==> config.mk <==
export PLATFORM = sky130hd
export DESIGN_NAME = jk_seq_driver
export DESIGN_NICKNAME = d
export VERILOG_FILES = /design/src/rtl/jk_seq_driver.sv
export SDC_FILE = /design/constraint.sdc
export NUM_CORES = 1
export LEC_CHECK = 0
export BUFFER_PORTS_ARGS = -buffer_cell sky130_fd_sc_hd__buf_2
export CAP_MARGIN = 40
export CORE_ASPECT_RATIO = 1.2
export CORE_MARGIN = 2
export CORE_UTILIZATION = 35
export DETAILED_ROUTE_END_ITERATION = 8
export PLACE_DENSITY = 0.56
export SKIP_CTS_REPAIR_TIMING = 1
export SLEW_MARGIN = 20
export SYNTH_ARGS = -nofsm -noshare
export SYNTH_HDL_FRONTEND = slang
export SYNTH_SLANG_ARGS = --single-unit
==> constraint.sdc <==
create_clock -name C -period 2 [get_ports C]
set_clock_uncertainty 0.05 [all_clocks]
set_input_delay 0.1 -clock C [delete_from_list [all_inputs] [get_ports C]]
set_output_delay 0.1 -clock C [all_outputs]
set_load 0.03 [all_outputs]
==> src/rtl/jk_seq_driver.sv <==
// Control stage for a negedge JK-flip-flop counter bank: debounces the step button,
// holds a programmable next-state table, drives J/K plus one CK pulse per step and verifies the landing state.
module jk_seq_driver #(
  parameter int WIDTH      = 3,
  parameter int DEPTH      = 2**WIDTH,
  parameter int DEB_CYCLES = 4
) (
  input  logic             C,
  input  logic             R,
  input  logic             step_btn,
  input  logic             we,
  input  logic [WIDTH-1:0] waddr,
  input  logic [WIDTH-1:0] wdata,
  input  logic [WIDTH-1:0] Qfb,
  output logic [WIDTH-1:0] J,
  output logic [WIDTH-1:0] K,
  output logic             CK,
  output logic             busy,
  output logic             wr_drop,
  output logic             err
);

  localparam int CW = $clog2(DEB_CYCLES + 1);

  typedef enum logic [2:0] {
    S_IDLE     = 3'd0,
    S_SETUP    = 3'd1,
    S_PULSE_HI = 3'd2,
    S_PULSE_LO = 3'd3,
    S_CHECK    = 3'd4
  } state_e;

  // Minimal JK excitation: set bits that rise, reset bits that fall, hold the rest.
  function automatic logic [2*WIDTH-1:0] jk_excite(input logic [WIDTH-1:0] cur,
                                                   input logic [WIDTH-1:0] nxt);
    return {nxt & ~cur, ~nxt & cur};
  endfunction

  logic             sync1_q, sync2_q;
  logic             deb_q, deb_d;
  logic [CW-1:0]    deb_cnt_q, deb_cnt_d;
  logic             req_q, req_d;
  state_e           state_q, state_d;
  logic [WIDTH-1:0] t_q, t_d;
  logic [WIDTH-1:0] j_q, j_d;
  logic [WIDTH-1:0] k_q, k_d;
  logic             ck_q, ck_d;
  logic             busy_q, busy_d;
  logic             wr_drop_q, wr_drop_d;
  logic             err_q, err_d;
  logic             wr_ok_s;
  logic [WIDTH-1:0] tbl_q [DEPTH];

  // Debounce counter and level: flips only after DEB_CYCLES consecutive differing samples.
  always_comb begin
    deb_d     = deb_q;
    deb_cnt_d = '0;
    if (sync2_q != deb_q) begin
      if (deb_cnt_q == CW'(DEB_CYCLES - 1)) begin
        deb_d     = ~deb_q;
        deb_cnt_d = '0;
      end else begin
        deb_cnt_d = deb_cnt_q + CW'(1);
      end
    end else begin
      deb_cnt_d = '0;
    end
    req_d = deb_d & ~deb_q;
  end

  // Step sequencer next state and registered output values.
  always_comb begin
    state_d = state_q;
    t_d     = t_q;
    j_d     = j_q;
    k_d     = k_q;
    err_d   = err_q;
    case (state_q)
      S_IDLE: begin
        j_d = '0;
        k_d = '0;
        if (req_q) begin
          state_d = S_SETUP;
        end else begin
          state_d = S_IDLE;
        end
      end
      S_SETUP: begin
        // Lookup happens here so a write accepted in IDLE on the request edge is seen.
        t_d        = tbl_q[Qfb];
        {j_d, k_d} = jk_excite(Qfb, tbl_q[Qfb]);
        state_d    = S_PULSE_HI;
      end
      S_PULSE_HI: begin
        state_d = S_PULSE_LO;
      end
      S_PULSE_LO: begin
        state_d = S_CHECK;
      end
      S_CHECK: begin
        if (Qfb != t_q) begin
          err_d = 1'b1;
        end else begin
          err_d = err_q;
        end
        j_d     = '0;
        k_d     = '0;
        state_d = S_IDLE;
      end
      default: begin
        j_d     = '0;
        k_d     = '0;
        state_d = S_IDLE;
      end
    endcase
    ck_d      = (state_d == S_PULSE_HI);
    busy_d    = (state_d != S_IDLE);
    wr_ok_s   = we & (state_q == S_IDLE);
    wr_drop_d = we & (state_q != S_IDLE);
  end

  // Synchroniser, debouncer and sequencer registers.
  always_ff @(posedge C) begin
    if (R) begin
      sync1_q   <= 1'b0;
      sync2_q   <= 1'b0;
      deb_q     <= 1'b0;
      deb_cnt_q <= '0;
      req_q     <= 1'b0;
      state_q   <= S_IDLE;
      t_q       <= '0;
      j_q       <= '0;
      k_q       <= '0;
      ck_q      <= 1'b0;
      busy_q    <= 1'b0;
      wr_drop_q <= 1'b0;
      err_q     <= 1'b0;
    end else begin
      sync1_q   <= step_btn;
      sync2_q   <= sync1_q;
      deb_q     <= deb_d;
      deb_cnt_q <= deb_cnt_d;
      req_q     <= req_d;
      state_q   <= state_d;
      t_q       <= t_d;
      j_q       <= j_d;
      k_q       <= k_d;
      ck_q      <= ck_d;
      busy_q    <= busy_d;
      wr_drop_q <= wr_drop_d;
      err_q     <= err_d;
    end
  end

  // Next-state table; reset restores a plain binary count.
  always_ff @(posedge C) begin
    if (R) begin
      for (int i = 0; i < DEPTH; i++) begin
        tbl_q[i] <= WIDTH'(i + 1);
      end
    end else if (wr_ok_s) begin
      tbl_q[waddr] <= wdata;
    end
  end

  assign J       = j_q;
  assign K       = k_q;
  assign CK      = ck_q;
  assign busy    = busy_q;
  assign wr_drop = wr_drop_q;
  assign err     = err_q;

endmodule

==> results.json, run 1 <==
{
  "status": "completed",
  "synth_ff_type": "edfxtp_1",
  "use_met1": 0.161,
  "hold_ws_ns": 0.0574,
  "antenna_cells": 0,
  "dpl.cell_count": 254,
  "ys_warn_count": 0,
  "yosys.area_share.adder": 0.0124,
  "cp.required_ns": 1.93,
  "die_x_um": 73.5,
  "drc": 0,
  "synth_edf_count": 24,
  "critPathSlowestCell": "dfxtp_1",
  "initial_core_util": 0.360,
  "setup_viol": 0,
  "cts_sinks": 47,
  "worst_hold_path_type": "in -> reg",
  "switching_power_uw": 398,
  "layout.nets": 213,
  "drt-pass1-iter-count": 4,
  "crit_path_cell_trace": "nor3_2, nand3b_1, o21bai_1",
  "final_area_um2": 2290,
  "power.internal_uw": 1400,
  "cts_max_path_buffers": 2,
  "htree_levels": 2,
  "p_leak_uw": 0.000871,
  "setup.worst_path.class": "reg -> reg",
  "wl_um": 3700,
  "p_comb_frac": 0.068,
  "synth_compound_area_frac": 0.0840,
  "clk_pin_slew_ns": 0.09,
  "grt_pass1_wl_um": 6230,
  "cp.arrival_ns": 1.67,
  "slew_viol_final": 0,
  "grt_use_met2": 0.213,
  "synth_xor_area_frac": 0.0216,
  "antenna_left": 0,
  "maxCapViolCount": 0,
  "ys_top_cells_by_area": "edfxtp_1 36%, dfxtp_1 23%, mux2i_1 4.4%",
  "grt_overflow_total": 0,
  "relSlewSlack": 0.733,
  "clkPwrFrac": 0.358,
  "vdd_drop_max_mv": 0.226,
  "synth.most_common_cell": "edfxtp_1",
  "netlist_area_um2": 2030,
  "cpPeakStageDelay_ns": 0.39,
  "met3_usage": 0.0243,
  "drive_gt1_frac": 0.211,
  "switching_share": 0.221,
  "synth_cell_type_count": 38,
  "grt_pass1_vias": 1285,
  "antenna_found_initial": 0,
  "synth-seq-cells": 47,
  "crit_path_max_fanout": 9,
  "path_buf_inv": 0,
  "grt.busiest_layer": "met2",
  "dp_hpwl_um": 2710,
  "fp.dieH_um": 87.3,
  "synthMuxAreaShare": 0.0778,
  "p_per_area_nw_per_um2": 782,
  "p_seq_frac": 0.574,
  "drt_iter0_markers": 32,
  "syn_to_final_growth_pct": 13.3,
  "max_freq_mhz": 574,
  "period_minus_slack_ns": 1.74,
  "yosysSeqAreaShare": 0.583,
  "cts_buffers": 5,
  "dieArea_um2": 6420,
  "core.rowCount": 30,
  "finalHoldViolCount": 0,
  "cts_tree": "done",
  "setup_tns_ns": 0,
  "syn_inst": 173,
  "syn_avg_cell_area_um2": 11.7,
  "synth_top_cell_area_share": 0.356,
  "finalNonFillerCells": 263,
  "num_vias": 1307,
  "startpoint_type": "flop",
  "rsz0062_at_grt": "false",
  "via_per_inst": 4.97,
  "drt-wirelength-per-cell_um": 14.1,
  "grt_max_degree": 21,
  "coreArea_um2": 5630,
  "io_pins": 23,
  "synth_fp_nets": 188,
  "clkLatencyLatePin_ns": 0.30,
  "root_buffer": "clkbuf_8",
  "synth_top_family_by_area": "simple AND/OR/NAND/NOR gates",
  "tightest_slew_ns": 0.401,
  "place_area_um2": 2180,
  "synth-async-reset-ratio": 0,
  "gp_congestion": 0.755,
  "synth_top_area_cell": "edfxtp_1",
  "critPathTopFamily": "simple AND/OR/NAND/NOR gates",
  "end_kind": "flop",
  "portBuffers": 22,
  "finalCritPeriodShare": 0.871,
  "synthSimpleGateAreaFrac": 0.191,
  "grt_usage": 0.129,
  "yosys-top-cells-count": "24 x edfxtp_1, 23 x dfxtp_1, 20 x nor2_1, 10 x nand2_1"
}
logic make-up (layout without fill, tap and decap cells):
logic type / count (synthesis) / in the layout
and+or+nand+nor: 73 / 73
buffers and inverters: 10 / 36
adders and majority gates: 2 / 2
xor gates and xnor gates: 5 / 5
DFF: 47 / 47
AOI/OAI and AO/OA: 22 / 22
muxes: 14 / 14
state kept, by name (all words and copies together) (netlist names), 3 cells and up:
| name | flops |
|---|---|
| K | 3 |
| state_q | 3 |
| deb_cnt_q | 3 |
| J | 3 |
| tbl_q | 24 |
| t_q | 3 |
layout make-up:
type	count	area [um^2]
Clock buffer	7	97.6
Clock inverter	1	6.26
Inverter	3	11.3
Tap cell	64	80.1
Sequential cell	47	1180
Fill cell	573	3340
Multi-Input combinational cell	116	783
Timing Repair Buffer	25	135
worst reg2reg max path, delay by kind of cell (launching register included):
family | cells | cell delay (ns)
flip-flops | 1 | 0.39
AND/OR/NAND/NOR | 2 | 0.61
AO/OA/AOI/OAI | 1 | 0.36
metal layers:
metal,up-vias,share of wire,wire (um)
li1,671,-,-
met1,607,0.45,1650
met2,22,0.50,1850
met3,7,0.027,100
met4,0,0.027,100
met5,-,0,0
per-stage QoR:
step                setup WS, ns  power, uW   util
floorplan                  0.397       1130      -
global placement           0.332       1170  0.387
detailed placement         0.292       1170  0.387
CTS                        0.262       1810  0.406
global route              0.0427       1860  0.408
finish                     0.258       1800  0.408
placed cells by master, fill, tap and decap left out, types with 2 or more instances in the layout:
| master | netlist | final |
|---|---|---|
| mux2_2 | 4 | 4 |
| a21o_1 | 3 | 3 |
| and2_1 | 4 | 4 |
| mux2i_1 | 9 | 9 |
| nand2b_1 | 4 | 4 |
| buf_4 | 0 | 2 |
| nor2_1 | 20 | 20 |
| or2_2 | 3 | 3 |
| nand3_1 | 3 | 3 |
| edfxtp_1 | 24 | 24 |
| xnor2_1 | 5 | 5 |
| inv_1 | 3 | 3 |
| nor3_1 | 3 | 3 |
| nand3b_1 | 2 | 2 |
| nor2b_1 | 6 | 6 |
| or3_1 | 9 | 9 |
| dfxtp_1 | 23 | 23 |
| ha_1 | 2 | 2 |
| o22a_1 | 2 | 2 |
| and3_1 | 7 | 7 |
| buf_2 | 0 | 22 |
| a211oi_1 | 2 | 2 |
| o31ai_1 | 2 | 2 |
| nand2_1 | 10 | 10 |
| a32o_1 | 2 | 2 |
| o21bai_1 | 3 | 3 |
| o21ai_0 | 2 | 2 |
| clkbuf_8 | 0 | 5 |
path summary, 6_finish.rpt:
kind	start	depth (start not counted)	slack, ns	to
worst max-delay path	state_q[1]	3	0.26	tbl_q[6][1]
worst max register to register	state_q[1]	3	0.26	tbl_q[6][1]
worst min-delay path	wdata[0]	2	0.06	tbl_q[4][0]
worst min register to register	deb_cnt_q[0]	1	0.38	deb_cnt_q[0]
power groups by stage:
stage,Clock (uW),Sequential (uW),Combinational (uW)
final,643,1030,122
after global routing,696,1030,136
after CTS,660,1030,121
after detailed placement,0,1050,121
after global placement,0,1050,121
after floorplan,0,1050,83.7
No activity file was read; power rests on OpenSTA's default activity.
==> run 2, diff against run 1 <==
--- a/config.mk
+++ b/config.mk
@@ -7,11 +7,13 @@
 export LEC_CHECK = 0
 export BUFFER_PORTS_ARGS = -buffer_cell sky130_fd_sc_hd__buf_2
 export CAP_MARGIN = 40
-export CORE_ASPECT_RATIO = 1.2
+export CORE_ASPECT_RATIO = 0.8
 export CORE_MARGIN = 2
 export CORE_UTILIZATION = 35
 export DETAILED_ROUTE_END_ITERATION = 8
+export MAX_ROUTING_LAYER = met4
 export PLACE_DENSITY = 0.56
+export RECOVER_POWER = 100
 export SKIP_CTS_REPAIR_TIMING = 1
 export SLEW_MARGIN = 20
 export SYNTH_ARGS = -nofsm -noshare
==> run 2 against run 1 <==
  * Via count grew 2.4%
  * Clock-buffer cell count up 1
  * Register-to-register slack got worse by 0.02 ns
  * Sequential power barely moved
  * Die area about the same
  * First-iteration DRC count grew to 2.8 times the previous value
  * Largest power group unchanged
  * Utilization up 0.80 points
  * Critical path type unchanged
  * Worst hold slack better by 0.013 ns
==> results.json, run 2 (synthesis gave the netlist of run 1 again) <==
{
  "via_per_inst": 4.82,
  "dpl.cell_count": 269,
  "p_leak_uw": 0.000817,
  "cts_tree": "done",
  "finalNonFillerCells": 278,
  "setup.worst_path.class": "reg -> reg",
  "layout.nets": 214,
  "grt_pass1_vias": 1302,
  "drc": 0,
  "dpl_worst_slack_ns": 0.240,
  "clkLatencyLatePin_ns": 0.29,
  "startpoint_type": "flop",
  "grt_max_degree": 21,
  "path_buf_inv": 0,
  "critPathTopFamily": "simple AND/OR/NAND/NOR gates",
  "setup_tns_ns": 0,
  "slew_viol_final": 0,
  "root_buffer": "clkbuf_8",
  "setup_ws_ns": 0.242,
  "dieArea_um2": 6420,
  "drt_iter0_markers": 91,
  "cpPeakStageDelay_ns": 0.39,
  "coreArea_um2": 5530,
  "hold_ws_ns": 0.0702,
  "initial_core_util": 0.367,
  "setup_viol": 0,
  "period_minus_slack_ns": 1.76,
  "grt_usage": 0.140,
  "clk_pin_slew_ns": 0.09,
  "fp.dieH_um": 72.0,
  "end_kind": "flop",
  "num_vias": 1339,
  "cts_max_path_buffers": 2,
  "finalCritPeriodShare": 0.879,
  "relSlewSlack": 0.748,
  "finalHoldViolCount": 0,
  "antenna_found_initial": 0,
  "critPathSlowestCell": "dfxtp_1",
  "drive_gt1_frac": 0.150,
  "largest-register": "tbl_q",
  "rsz0062_at_grt": "false",
  "max_freq_mhz": 569,
  "antenna_cells": 0,
  "core.rowCount": 24,
  "portBuffers": 22,
  "crit_path_max_fanout": 9,
  "crit_path_cell_trace": "nor3_2, nand3b_1, o21bai_1",
  "tightest_slew_ns": 0.379,
  "vdd_drop_max_mv": 0.319,
  "dp_hpwl_um": 2860,
  "grt_overflow_total": 0,
  "largest_reg_flops": 24,
  "drt-pass1-iter-count": 4,
  "cts_sinks": 47,
  "maxCapViolCount": 0,
  "gp_congestion": 0.747,
  "cp.arrival_ns": 1.69,
  "die_x_um": 89.1,
  "io_pins": 23,
  "cp.required_ns": 1.93,
  "status": "completed",
  "antenna_left": 0,
  "p_per_area_nw_per_um2": 774,
  "drt-wirelength-per-cell_um": 14.0,
  "final_cell_mix": "24 x edfxtp_1, 23 x dfxtp_1, 20 x nor2_1",
  "syn_to_final_growth_pct": 13.3,
  "htree_levels": 2,
  "worst_hold_path_type": "in -> reg",
  "cts_buffers": 5,
  "wl_um": 3880,
  "grt_pass1_wl_um": 6400,
  "layout_commonest_cell": "edfxtp_1"
}
==> run 2: cell count changes in the layout (fill, tap and decap cells not counted) <==
cell	before	now
clkbuf_1	1	13
buf_2	22	12
and2_1	4	2
inv_4	1	0
and2_0	0	2
nor3b_2	1	0
nor3b_1	0	1
==> run 2: power by group <==
group / switching, uW / internal (uW)
sequential: 4.80 / 1030
combinational: 74.8 / 49.4
clock: 298 / 324
==> run 2: worst paths after layout <==
check               start      endpoint  slack, ns  cells after the start
max            state_q[1]   tbl_q[2][2]       0.24                      3
max reg2reg    state_q[1]   tbl_q[2][2]       0.24                      3
min reg2reg  deb_cnt_q[0]  deb_cnt_q[0]       0.37                      1
min              wdata[0]   tbl_q[4][0]       0.07                      2
==> run 2: layer usage <==
metal,wire length (um),track usage,part of all wire,up-vias
met5,0,-,0,-
met4,55,0.0547,0.014,0
met3,180,0.0364,0.046,5
met2,1730,0.202,0.45,31
met1,1910,0.189,0.49,628
li1,-,-,-,675
==> run 2: per-stage QoR <==
step           utilization  power (uW)  area, um^2
3_3_place_gp         0.399        1180        2210
3_5_place_dp         0.399        1180        2210
4_1_cts              0.418        1800        2310
2_1_floorplan            -        1130        2030
5_1_grt              0.416        1850        2300
6_report             0.416        1780        2300
==> run 2: layout make-up <==
type / instances / area, um^2
Tap cell: 78 / 97.6
Clock buffer: 8 / 101
Sequential cell: 47 / 1180
Fill cell: 565 / 3230
Multi-Input combinational cell: 116 / 778
Timing Repair Buffer: 26 / 126
Inverter: 3 / 11.3
==> run 2: worst reg2reg max path: cells and delay by family, from the launching register on <==
family | cells | cell delay (ns)
compound gates | 1 | 0.39
flops | 1 | 0.39
simple gates | 2 | 0.62
